===== src/rtl/cpu_dbg_pkg.sv =====
// Purpose: shared types for the run/step debug controller.
// Latency: n/a (types and constants only).
// Backpressure: n/a.
// Contents: ctrl_state_t (3-bit run-controller state encodings), STATE_W.
package cpu_dbg_pkg;

  localparam int STATE_W = 3;

  typedef enum logic [STATE_W-1:0] {
    ST_INIT  = 3'd0,
    ST_PAUSE = 3'd1,
    ST_STEP  = 3'd2,
    ST_RUN   = 3'd3,
    ST_DONE  = 3'd4
  } ctrl_state_t;

endpackage


===== src/rtl/btn_debounce.sv =====
// Purpose: 2-FF synchronizer plus stability filter for one raw push button.
// Latency: raw edge to press pulse = 2 sync cycles + DEBOUNCE_CYCLES.
// Backpressure: none; free-running level filter, press is a one-cycle pulse.
// Ports: CLK, RST (sync, active-high), raw (async button), level (debounced),
//        press (one cycle on each accepted 0->1 level change).
module btn_debounce #(
  parameter int DEBOUNCE_CYCLES = 1000000
) (
  input  logic CLK,
  input  logic RST,
  input  logic raw,
  output logic level,
  output logic press
);

  localparam int               CNT_W    = $clog2(DEBOUNCE_CYCLES);
  localparam logic [CNT_W-1:0] CNT_LAST = CNT_W'(DEBOUNCE_CYCLES - 1);

  logic             sync_a;
  logic             sync_b;
  logic [CNT_W-1:0] cnt;

  // cnt counts consecutive cycles the synchronized input disagrees with the
  // accepted level; any agreement restarts the count, so glitches die out.
  always_ff @(posedge CLK) begin
    if (RST) begin
      sync_a <= 1'b0;
      sync_b <= 1'b0;
      level  <= 1'b0;
      cnt    <= '0;
      press  <= 1'b0;
    end else begin
      sync_a <= raw;
      sync_b <= sync_a;
      press  <= 1'b0;
      if (sync_b == level) begin
        cnt <= '0;
      end else if (cnt == CNT_LAST) begin
        level <= sync_b;
        cnt   <= '0;
        press <= sync_b;
      end else begin
        cnt <= cnt + 1'b1;
      end
    end
  end

endmodule


===== src/rtl/cpu_run_ctrl.sv =====
// Purpose: run/step sequencer driving the CPU clock-enable and core reset.
// Latency: button press acts on the edge after its debounced pulse; finish stops on the next edge.
// Backpressure: none; button pulses outside PAUSE/RUN are dropped.
// Optional feature: `define CPU_BREAKPOINT_EN builds the PC breakpoint comparator.
// Ports: CLK, RST (sync, active-high), btn_step/btn_run (raw buttons), pc, finish,
//        bp_addr/bp_valid (breakpoint), cpu_rst/cpu_en (to core), state, bp_hit,
//        step_count, en_cycles (statistics).
module cpu_run_ctrl
  import cpu_dbg_pkg::*;
#(
  parameter int DEBOUNCE_CYCLES = 1000000,
  parameter int STEP_CYCLES     = 1,
  parameter int RESET_HOLD      = 4
) (
  input  logic                CLK,
  input  logic                RST,
  input  logic                btn_step,
  input  logic                btn_run,
  input  logic [31:0]         pc,
  input  logic                finish,
  input  logic [31:0]         bp_addr,
  input  logic                bp_valid,
  output logic                cpu_rst,
  output logic                cpu_en,
  output logic [STATE_W-1:0]  state,
  output logic                bp_hit,
  output logic [15:0]         step_count,
  output logic [31:0]         en_cycles
);

  localparam int                HOLD_W    = $clog2(RESET_HOLD + 1);
  localparam logic [HOLD_W-1:0] HOLD_LAST = HOLD_W'(RESET_HOLD - 1);
  localparam logic [7:0]        STEP_LOAD = 8'(STEP_CYCLES);

  ctrl_state_t       state_q;
  ctrl_state_t       state_d;
  logic [HOLD_W-1:0] hold_cnt;
  logic [7:0]        step_left;
  logic              step_press;
  logic              run_press;
  logic              step_lvl_unused;
  logic              run_lvl_unused;
  logic              bp_stop;

  btn_debounce #(.DEBOUNCE_CYCLES(DEBOUNCE_CYCLES)) u_db_step (
    .CLK   (CLK),
    .RST   (RST),
    .raw   (btn_step),
    .level (step_lvl_unused),
    .press (step_press)
  );

  btn_debounce #(.DEBOUNCE_CYCLES(DEBOUNCE_CYCLES)) u_db_run (
    .CLK   (CLK),
    .RST   (RST),
    .raw   (btn_run),
    .level (run_lvl_unused),
    .press (run_press)
  );

`ifdef CPU_BREAKPOINT_EN
  // run_first_q masks the compare on the first RUN cycle so a run press can
  // leave a breakpoint the core is parked on.
  logic run_first_q;
  logic bp_hit_q;

  assign bp_stop = (state_q == ST_RUN) && bp_valid && (pc == bp_addr) && !run_first_q;
  assign bp_hit  = bp_hit_q;

  always_ff @(posedge CLK) begin
    if (RST) begin
      run_first_q <= 1'b0;
      bp_hit_q    <= 1'b0;
    end else begin
      run_first_q <= (state_q == ST_PAUSE) && (state_d == ST_RUN);
      if ((state_q == ST_PAUSE) && (state_d == ST_RUN)) begin
        bp_hit_q <= 1'b0;
      end else if (bp_stop && (state_d == ST_PAUSE)) begin
        bp_hit_q <= 1'b1;
      end
    end
  end
`else
  logic unused_bp_inputs;
  assign unused_bp_inputs = ^{pc, bp_addr, bp_valid};
  assign bp_stop          = 1'b0;
  assign bp_hit           = 1'b0;
`endif

  // State register
  always_ff @(posedge CLK) begin
    if (RST) begin
      state_q <= ST_INIT;
    end else begin
      state_q <= state_d;
    end
  end

  // Next-state logic; finish outranks every other exit from STEP/RUN.
  always_comb begin
    state_d = state_q;
    case (state_q)
      ST_INIT: begin
        if (hold_cnt == HOLD_LAST) state_d = ST_PAUSE;
      end
      ST_PAUSE: begin
        if (run_press)       state_d = ST_RUN;
        else if (step_press) state_d = ST_STEP;
      end
      ST_STEP: begin
        if (finish)                 state_d = ST_DONE;
        else if (step_left == 8'd1) state_d = ST_PAUSE;
      end
      ST_RUN: begin
        if (finish)                    state_d = ST_DONE;
        else if (bp_stop || run_press) state_d = ST_PAUSE;
      end
      ST_DONE: state_d = ST_DONE;
      default: state_d = ST_INIT;
    endcase
  end

  // Output decode from the registered state (plus breakpoint mask).
  always_comb begin
    cpu_rst = 1'b0;
    cpu_en  = 1'b0;
    case (state_q)
      ST_INIT: cpu_rst = 1'b1;
      ST_STEP: cpu_en  = 1'b1;
      ST_RUN:  cpu_en  = !bp_stop;
      default: begin
        cpu_rst = 1'b0;
        cpu_en  = 1'b0;
      end
    endcase
  end

  assign state = state_q;

  // Reset-hold, step window and statistics counters.
  always_ff @(posedge CLK) begin
    if (RST) begin
      hold_cnt   <= '0;
      step_left  <= 8'd0;
      step_count <= 16'd0;
      en_cycles  <= 32'd0;
    end else begin
      if ((state_q == ST_INIT) && (hold_cnt != HOLD_LAST)) begin
        hold_cnt <= hold_cnt + 1'b1;
      end
      if (cpu_en) begin
        en_cycles <= en_cycles + 32'd1;
      end
      if ((state_q == ST_PAUSE) && (state_d == ST_STEP)) begin
        step_left  <= STEP_LOAD;
        step_count <= step_count + 16'd1;
      end else if (state_q == ST_STEP) begin
        step_left <= step_left - 8'd1;
      end
    end
  end

endmodule

===== config.mk =====
export PLATFORM = sky130hd
export DESIGN_NAME = cpu_run_ctrl
export DESIGN_NICKNAME = d
export VERILOG_FILES = /design/src/rtl/cpu_dbg_pkg.sv /design/src/rtl/btn_debounce.sv /design/src/rtl/cpu_run_ctrl.sv
export SDC_FILE = /design/constraint.sdc
export NUM_CORES = 1
export LEC_CHECK = 0
export CAP_MARGIN = 5
export CORE_MARGIN = 5
export CORE_UTILIZATION = 45
export CTS_CLUSTER_SIZE = 24
export DETAILED_ROUTE_END_ITERATION = 10
export PLACE_DENSITY_LB_ADDON = 0.05
export SETUP_SLACK_MARGIN = 0.15
export SKIP_CTS_REPAIR_TIMING = 1
export SYNTH_ARGS = -nofsm -noshare
export SYNTH_HDL_FRONTEND = slang
export SYNTH_SLANG_ARGS = --single-unit

===== constraint.sdc =====
create_clock -name CLK -period 3.2 [get_ports CLK]
set_input_delay 0.48 -clock CLK [delete_from_list [all_inputs] [get_ports CLK]]
set_output_delay 0.48 -clock CLK [all_outputs]
set_load 0.01 [all_outputs]

==> impl_metrics.csv, run 1 <==
group,metric,value,unit
worst_setup_path,rr_endpoint,"en_cycles[31]$_SDFFE_PP0P_",
sta,slew-limit-headroom,0.497,
global_routing,globalRouteTotalUtil,0.158,
global_routing,sum_of_overflow_across_all_layers_after_global_routing,0,
drt,drt-wirelength-per-cell,13.3,um
sta,worst_slew_pin_tran,0.748,ns
yosys,synth_edf_count,0,
worst_setup_path,crit_arrival,2.03,ns
yosys,post_synthesis_net_count,657,
yosys,synthDominantCellAreaShare,0.439,
job,cap_violations,0,
yosys,synth_adder_area_share,0.0200,
yosys,synthMuxAreaShare,0.00399,
worst_hold_path,min_delay_path_depth,1,
layout,antenna_cells_inserted,0,
power,vdd_drop_max,0.221,mV
layout,total_nets_final,701,
yosys,synth_simple_gate_area_frac,0.289,
power,internal_power,1820,uW
yosys,syn-instance-count,579,
power,power_share_of_the_sequential_group,0.597,
global_routing,grt_first_pass_wirelength,17600,um
sta,slew_viol_final,0,
floorplanning,die-area,13400,sq um
layout,layout-area-overhead-vs-synth,16.5,%
worst_setup_path,critical-path-slowest-cell,"dfxtp_1",
global_routing,grt_pass1_vias,3931,
sta,fmax,0.398,GHz
power,combinationalPowerShare,0.046,
clock_tree,clockBufferDepth,2,
floorplanning,io-pin-count,124,
yosys,ys.flop_type,"dfxtp_1",
sta,fin_crit_sh,0.784,
yosys,netlist-cell-type-count,46,
yosys,post_synth_xor_area_fraction,0.0821,
worst_hold_path,worst_hold_path.endpoint,"u_db_step.sync_b$_SDFF_PP0_",
yosys,yosys_register_bits,110,
power,switching_power,542,uW
worst_setup_path,worst_r2r_start,"state[1]$_SDFF_PP0_",
run_status,status,"finished, final reports clean",
yosys,synth_top_family_by_area,"simple AND/OR/NAND/NOR gates",
yosys,synth_common_cells,"110 x dfxtp_1, 62 x nor2_1, 50 x a21oi_1",
sta,grt_setup_unrepaired,"no",
sta,final_hold_viol_count,0,
layout,share_of_cells_above_drive_strength_1,0.0415,
sta,timing.clock.skew,0.00596,ns
floorplanning,num_rows,38,
floorplanning,die_w,116,um
clock_tree,clock_tree_from_tritoncts,"done",
yosys,synth_sequential_area_ratio,0.439,
yosys,yosysMostFrequentCell,"dfxtp_1",
worst_setup_path,max_stage_delay,0.64,ns
power,power.share.clock,0.357,
yosys,ys_async_rst_share,0,
yosys,yosys-top-cells-area,"dfxtp_1 44%, a21oi_1 5.0%, nor2_1 4.6%, or4_1 4.5%, xor2_1 4.2%",
worst_setup_path,r2r_setup_slack,0.74,ns
power,pwr_density_cell,405,nW/um^2
worst_setup_path,path_cells,"nor2b_1, clkdlybuf4s50_1",
clock_tree,numCtsBuffers,9,
yosys,post_synth_instance_area,5020,sq um
worst_setup_path,worst-setup-path-type,"flip-flop to primary output",
sta,timing.final.setup_violations,0,
drt,route.detailed.drc,0,
worst_hold_path,worst_hold_startpoint,"u_db_step.sync_a$_SDFF_PP0_",
worst_hold_path,holdCritPathClass,"flip-flop to flip-flop",
global_routing,grt_start_max_net_pins,36,
power,power_switching_share,0.229,
floorplanning,core_area,10900,sq um
yosys,compound_gate_fraction_of_synth_area,0.126,
worst_setup_path,timing.critical_path.from_type,"flip-flop",
power,p_leak,0.00179,uW
yosys,synth_top_area_cell,"dfxtp_1",
worst_setup_path,worstSetupEndpointType,"primary output",
drt,totalWireLength,10200,um
floorplanning,chipHeight,116,um
clock_tree,cts-htree-levels,3,
placed_design,dp_hpwl,7110,um
yosys,postSynthAreaPerCell,8.66,sq um
clock_tree,worst_setup_hold_path_clk_slew,0.10,ns
worst_setup_path,worst_ep_required_time,2.72,ns
drt,drt-vias-per-instance,5.59,
drt,drtPass1Iterations,4,
placed_design,buffer_ports.inserted,57,
clock_tree,cts_root_buf,"clkbuf_8",
sta,finalWorstPathRequiredPeriod,2.51,ns
global_routing,grt_antenna_before_repair,0,
yosys,synth-warning-count,0,
sta,setup_total_negative_slack,0,ns
worst_setup_path,worst_r2r_path_depth,4,
clock_tree,worstSkewPairLatency,0.37,ns
sta,hold_slack,0.446,ns
worst_setup_path,crit_path_max_fanout,14,
floorplanning,start_util,0.461,
drt,dr_total_vias,4288,
placed_design,finalWeightedCongestion,0.800,
drt,drt-initial-drc-count,175,
clock_tree,cts_num_sinks,110,
drt,final_ant_viol_nets,0,
power,finalPower,2360,uW
[worst max-delay path by stage]
stage	startpoint	to	slack [ns]
floorplan	en_cycles[0]$_SDFFE_PP0P_	en_cycles[24]$_SDFFE_PP0P_	1.08
global placement	state[1]$_SDFF_PP0_	en_cycles[27]$_SDFFE_PP0P_	0.81
detailed placement	state[1]$_SDFF_PP0_	en_cycles[25]$_SDFFE_PP0P_	0.78
CTS	state[1]$_SDFF_PP0_	cpu_en	0.68
global route	state[1]$_SDFF_PP0_	en_cycles[29]$_SDFFE_PP0P_	0.52
finish	state[1]$_SDFF_PP0_	cpu_en	0.69
[sequential cells by signal, summed over array words and instances, names as in the netlist]
signal,count
en_cycles,32
u_db_run.cnt,20
u_db_step.cnt,20
step_count,16
step_left,8
hold_cnt,3
state,3
u_db_run.level,1
u_db_run.press,1
u_db_run.sync_a,1
u_db_run.sync_b,1
u_db_step.level,1
u_db_step.press,1
u_db_step.sync_a,1
u_db_step.sync_b,1
[per-layer routing]
layer | vias up | share of wire | track usage | routed length [um]
met3 | 14 | 0.037 | 0.0225 | 383
met4 | 0 | 0.018 | 0.0673 | 180
met2 | 52 | 0.46 | 0.266 | 4670
li1 | 2187 | - | - | -
met5 | - | 0 | 0 | 0
met1 | 2035 | 0.49 | 0.203 | 4990
[cell usage in the layout (no fill, tap or decap), drive strengths merged, types with 19 or more instances in the layout]
cell and n:
or3 24, o31ai 25, or4 31, clkdlybuf4s50 56, nand2 28, a21oi 50
xor2 24, nand4 21, o21ai 27, inv 19, dfxtp 110, xnor2 23
nand3 36, nor2 62
[power groups by stage]
stage / clock network (uW) / logic [uW] / registers [uW]
after global routing: 925 / 130 / 1410
after CTS: 874 / 112 / 1410
final: 843 / 110 / 1410
after global placement: 0 / 108 / 1440
after floorplan: 0 / 86.4 / 1440
after detailed placement: 0 / 111 / 1440
[metrics by stage]
| step | setup slack (ns) | util | area [sq um] | instances |
|---|---|---|---|---|
| floorplan | 1.08 | - | 5020 | 579 |
| CTS | 0.681 | 0.537 | 5840 | 767 |
| global route | 0.525 | 0.537 | 5840 | 767 |
| detailed placement | 0.776 | 0.519 | 5650 | 752 |
| finish | 0.690 | 0.537 | 5840 | 767 |
| global placement | 0.813 | 0.519 | 5650 | 752 |
[worst max-delay path: cells and delay by family, from the launching register on]
kind	cells	cell delay, ns
flops	1	0.64
simple gates	1	0.40
buf+inv	1	0.62
[final cells by class]
class                   instances  area, sq um
clock buffers                  10          138
repair buffers                 59          581
clock inverters                 5         60.1
inverters                      19         71.3
flip-flops and latches        110         2200
multi-input cells             424         2620
well taps                     140          175
fillers                      1049         5040
[cell families (layout without fill, tap and decap cells)]
| group | count (synthesis) | count (layout) |
|---|---|---|
| AND/OR/NAND/NOR | 258 | 258 |
| flip-flops | 110 | 110 |
| AO/OA/AOI/OAI | 108 | 108 |
| XOR/XNOR | 47 | 47 |
| buffers and inverters | 45 | 93 |
| adder cells (fa/ha/maj) | 8 | 8 |
| multiplexers | 2 | 2 |
| other | 1 | 1 |
Note: power is estimated with default switching activity, not from simulation.
==> run 2, diff against run 1 <==
clock period = 2.4 ns   (was 3.2 ns; I/O delays follow)
==> impl_metrics.csv, run 2 (synthesis gave the netlist of run 1 again) <==
group,metric,value,unit
drt,drt-wirelength-per-cell,13.5,um
worst_setup_path,max_stage_delay,0.55,ns
sta,fin_crit_sh,0.879,
floorplanning,start_util,0.461,
floorplanning,core_area,10900,sq um
clock_tree,cts-htree-levels,3,
sta,slew-limit-headroom,0.502,
worst_hold_path,holdCritPathClass,"input pin to flip-flop",
layout,top_register,"en_cycles",
layout,commonest_cells_after_routing_fill_and_taps_aside,"110 x dfxtp_1, 62 x nor2_1, 56 x clkdlybuf4s50_1, 50 x a21oi_1, 36 x nand3_1",
worst_setup_path,timing.critical_path.from,"en_cycles[4]$_SDFFE_PP0P_",
worst_setup_path,worst-setup-path-type,"flip-flop to flip-flop",
placed_design,dp_hpwl,7460,um
sta,worst_slew_pin_tran,0.740,ns
worst_setup_path,worst_ep_required_time,2.72,ns
sta,setup_total_negative_slack,0,ns
floorplanning,io-pin-count,124,
layout,final_common_cell,"dfxtp_1",
clock_tree,cts_num_sinks,110,
worst_setup_path,path_cells,"nand4_1, or4_1, buf_4, or4_1, a21oi_1",
drt,route.detailed.drc,0,
clock_tree,worstSkewPairLatency,0.38,ns
layout,layout-area-overhead-vs-synth,19.0,%
placed_design,finalWeightedCongestion,0.771,
floorplanning,die_w,116,um
layout,multi_input_comb_area,2630,sq um
worst_setup_path,critical-path-slowest-cell,"or4_1",
layout,total_nets_final,712,
worst_setup_path,timing.critical_path.from_type,"flip-flop",
global_routing,grt_pass1_vias,4086,
global_routing,grt_start_max_net_pins,31,
clock_tree,cts_root_buf,"clkbuf_8",
clock_tree,worst_setup_hold_path_clk_slew,0.10,ns
layout,number_of_flip_flops_in_the_largest_register,32,
power,pwr_density_cell,554,nW/um^2
sta,timing.clock.skew,0.00656,ns
drt,drtPass1Iterations,4,
worst_setup_path,crit_arrival,2.42,ns
layout,share_of_cells_above_drive_strength_1,0.0626,
sta,finalWorstPathRequiredPeriod,2.11,ns
clock_tree,numCtsBuffers,9,
drt,totalWireLength,10500,um
drt,final_ant_viol_nets,0,
placed_design,dpl_cell_area,5730,sq um
placed_design,buffer_ports.inserted,57,
floorplanning,die-area,13400,sq um
clock_tree,clock_tree_from_tritoncts,"done",
sta,final_hold_viol_count,0,
layout,reg.largest.list,"en_cycles: 32 flops, u_db_run.cnt: 20 flops, u_db_step.cnt: 20 flops",
worst_setup_path,worst_r2r_start,"en_cycles[4]$_SDFFE_PP0P_",
sta,timing.final.setup_violations,0,
sta,fmax,0.474,GHz
global_routing,grt_antenna_before_repair,0,
drt,drt-initial-drc-count,235,
worst_setup_path,path_common_cell,"or4_1",
worst_setup_path,timing.critical_path.buf_inv,1,
worst_setup_path,critPathTopFamily,"simple AND/OR/NAND/NOR gates",
layout,filler_cell_count,1031,
layout,sequential_cell_area,2200,sq um
floorplanning,chipHeight,116,um
power,vdd_drop_max,0.530,mV
sta,grt_setup_unrepaired,"no",
layout,final_design_area_no_fill,5970,sq um
layout,fin_util,0.548,
global_routing,globalRouteTotalUtil,0.164,
job,cap_violations,0,
sta,slew_viol_final,0,
worst_setup_path,worstSetupEndpointType,"flip-flop",
drt,drt-vias-per-instance,5.56,
sta,hold_slack,0.326,ns
run_status,status,"finished, final reports clean",
drt,dr_total_vias,4331,
worst_setup_path,crit_path_max_fanout,22,
floorplanning,num_rows,38,
worst_hold_path,worst_hold_startpoint,"RST",
layout,antenna_cells_inserted,0,
power,p_leak,0.00186,uW
global_routing,grt_first_pass_wirelength,18200,um
clock_tree,clockBufferDepth,2,
global_routing,sum_of_overflow_across_all_layers_after_global_routing,0,
==> run 2: area by class of cell <==
| type | instances | share of cell area |
|---|---|---|
| timing repair buffer | 70 | 0.111 |
| clock buffer | 10 | 0.0231 |
| sequential | 110 | 0.369 |
| multi-input combinational | 424 | 0.440 |
| inverter | 19 | 0.0120 |
| tap | 140 | 0.0294 |
| clock inverter | 6 | 0.0155 |
==> run 2: worst paths after layout <==
| path | endpoint | slack (ns) | depth (start not counted) |
|---|---|---|---|
| worst min-delay path | u_db_run.sync_b$_SDFF_PP0_ | 0.33 | 2 |
| worst max register to register | en_cycles[25]$_SDFFE_PP0P_ | 0.29 | 5 |
| worst max-delay path | en_cycles[25]$_SDFFE_PP0P_ | 0.29 | 5 |
| worst min register to register | u_db_run.sync_b$_SDFF_PP0_ | 0.45 | 1 |
==> run 2: where the power goes <==
group / total, uW / switching (uW) / internal [uW]
registers: 1870 / 17.2 / 1860
logic: 164 / 87.3 / 77.1
clock network: 1270 / 645 / 622
total: 3310 / 750 / 2560
==> run 2: routing by layer <==
| layer | share of wire | GRT usage |
|---|---|---|
| met4 | 0.0086 | 0.0383 |
| met5 | 0 | 0 |
| met2 | 0.47 | 0.280 |
| met3 | 0.053 | 0.0460 |
| met1 | 0.47 | 0.204 |
==> run 2: metrics by stage <==
step,setup slack [ns],power (uW),std cells
after global routing,0.166,3460,779
after CTS,0.171,3360,779
after global placement,0.247,2080,763
after floorplan,0.278,2030,579
final,0.291,3310,779
after detailed placement,0.209,2080,763
==> run 3, diff against run 2 <==
SLEW_MARGIN = 20   (was default)
==> results of run 3 <==
No change in the layout: final DEF, timing and power equal those of run 2.
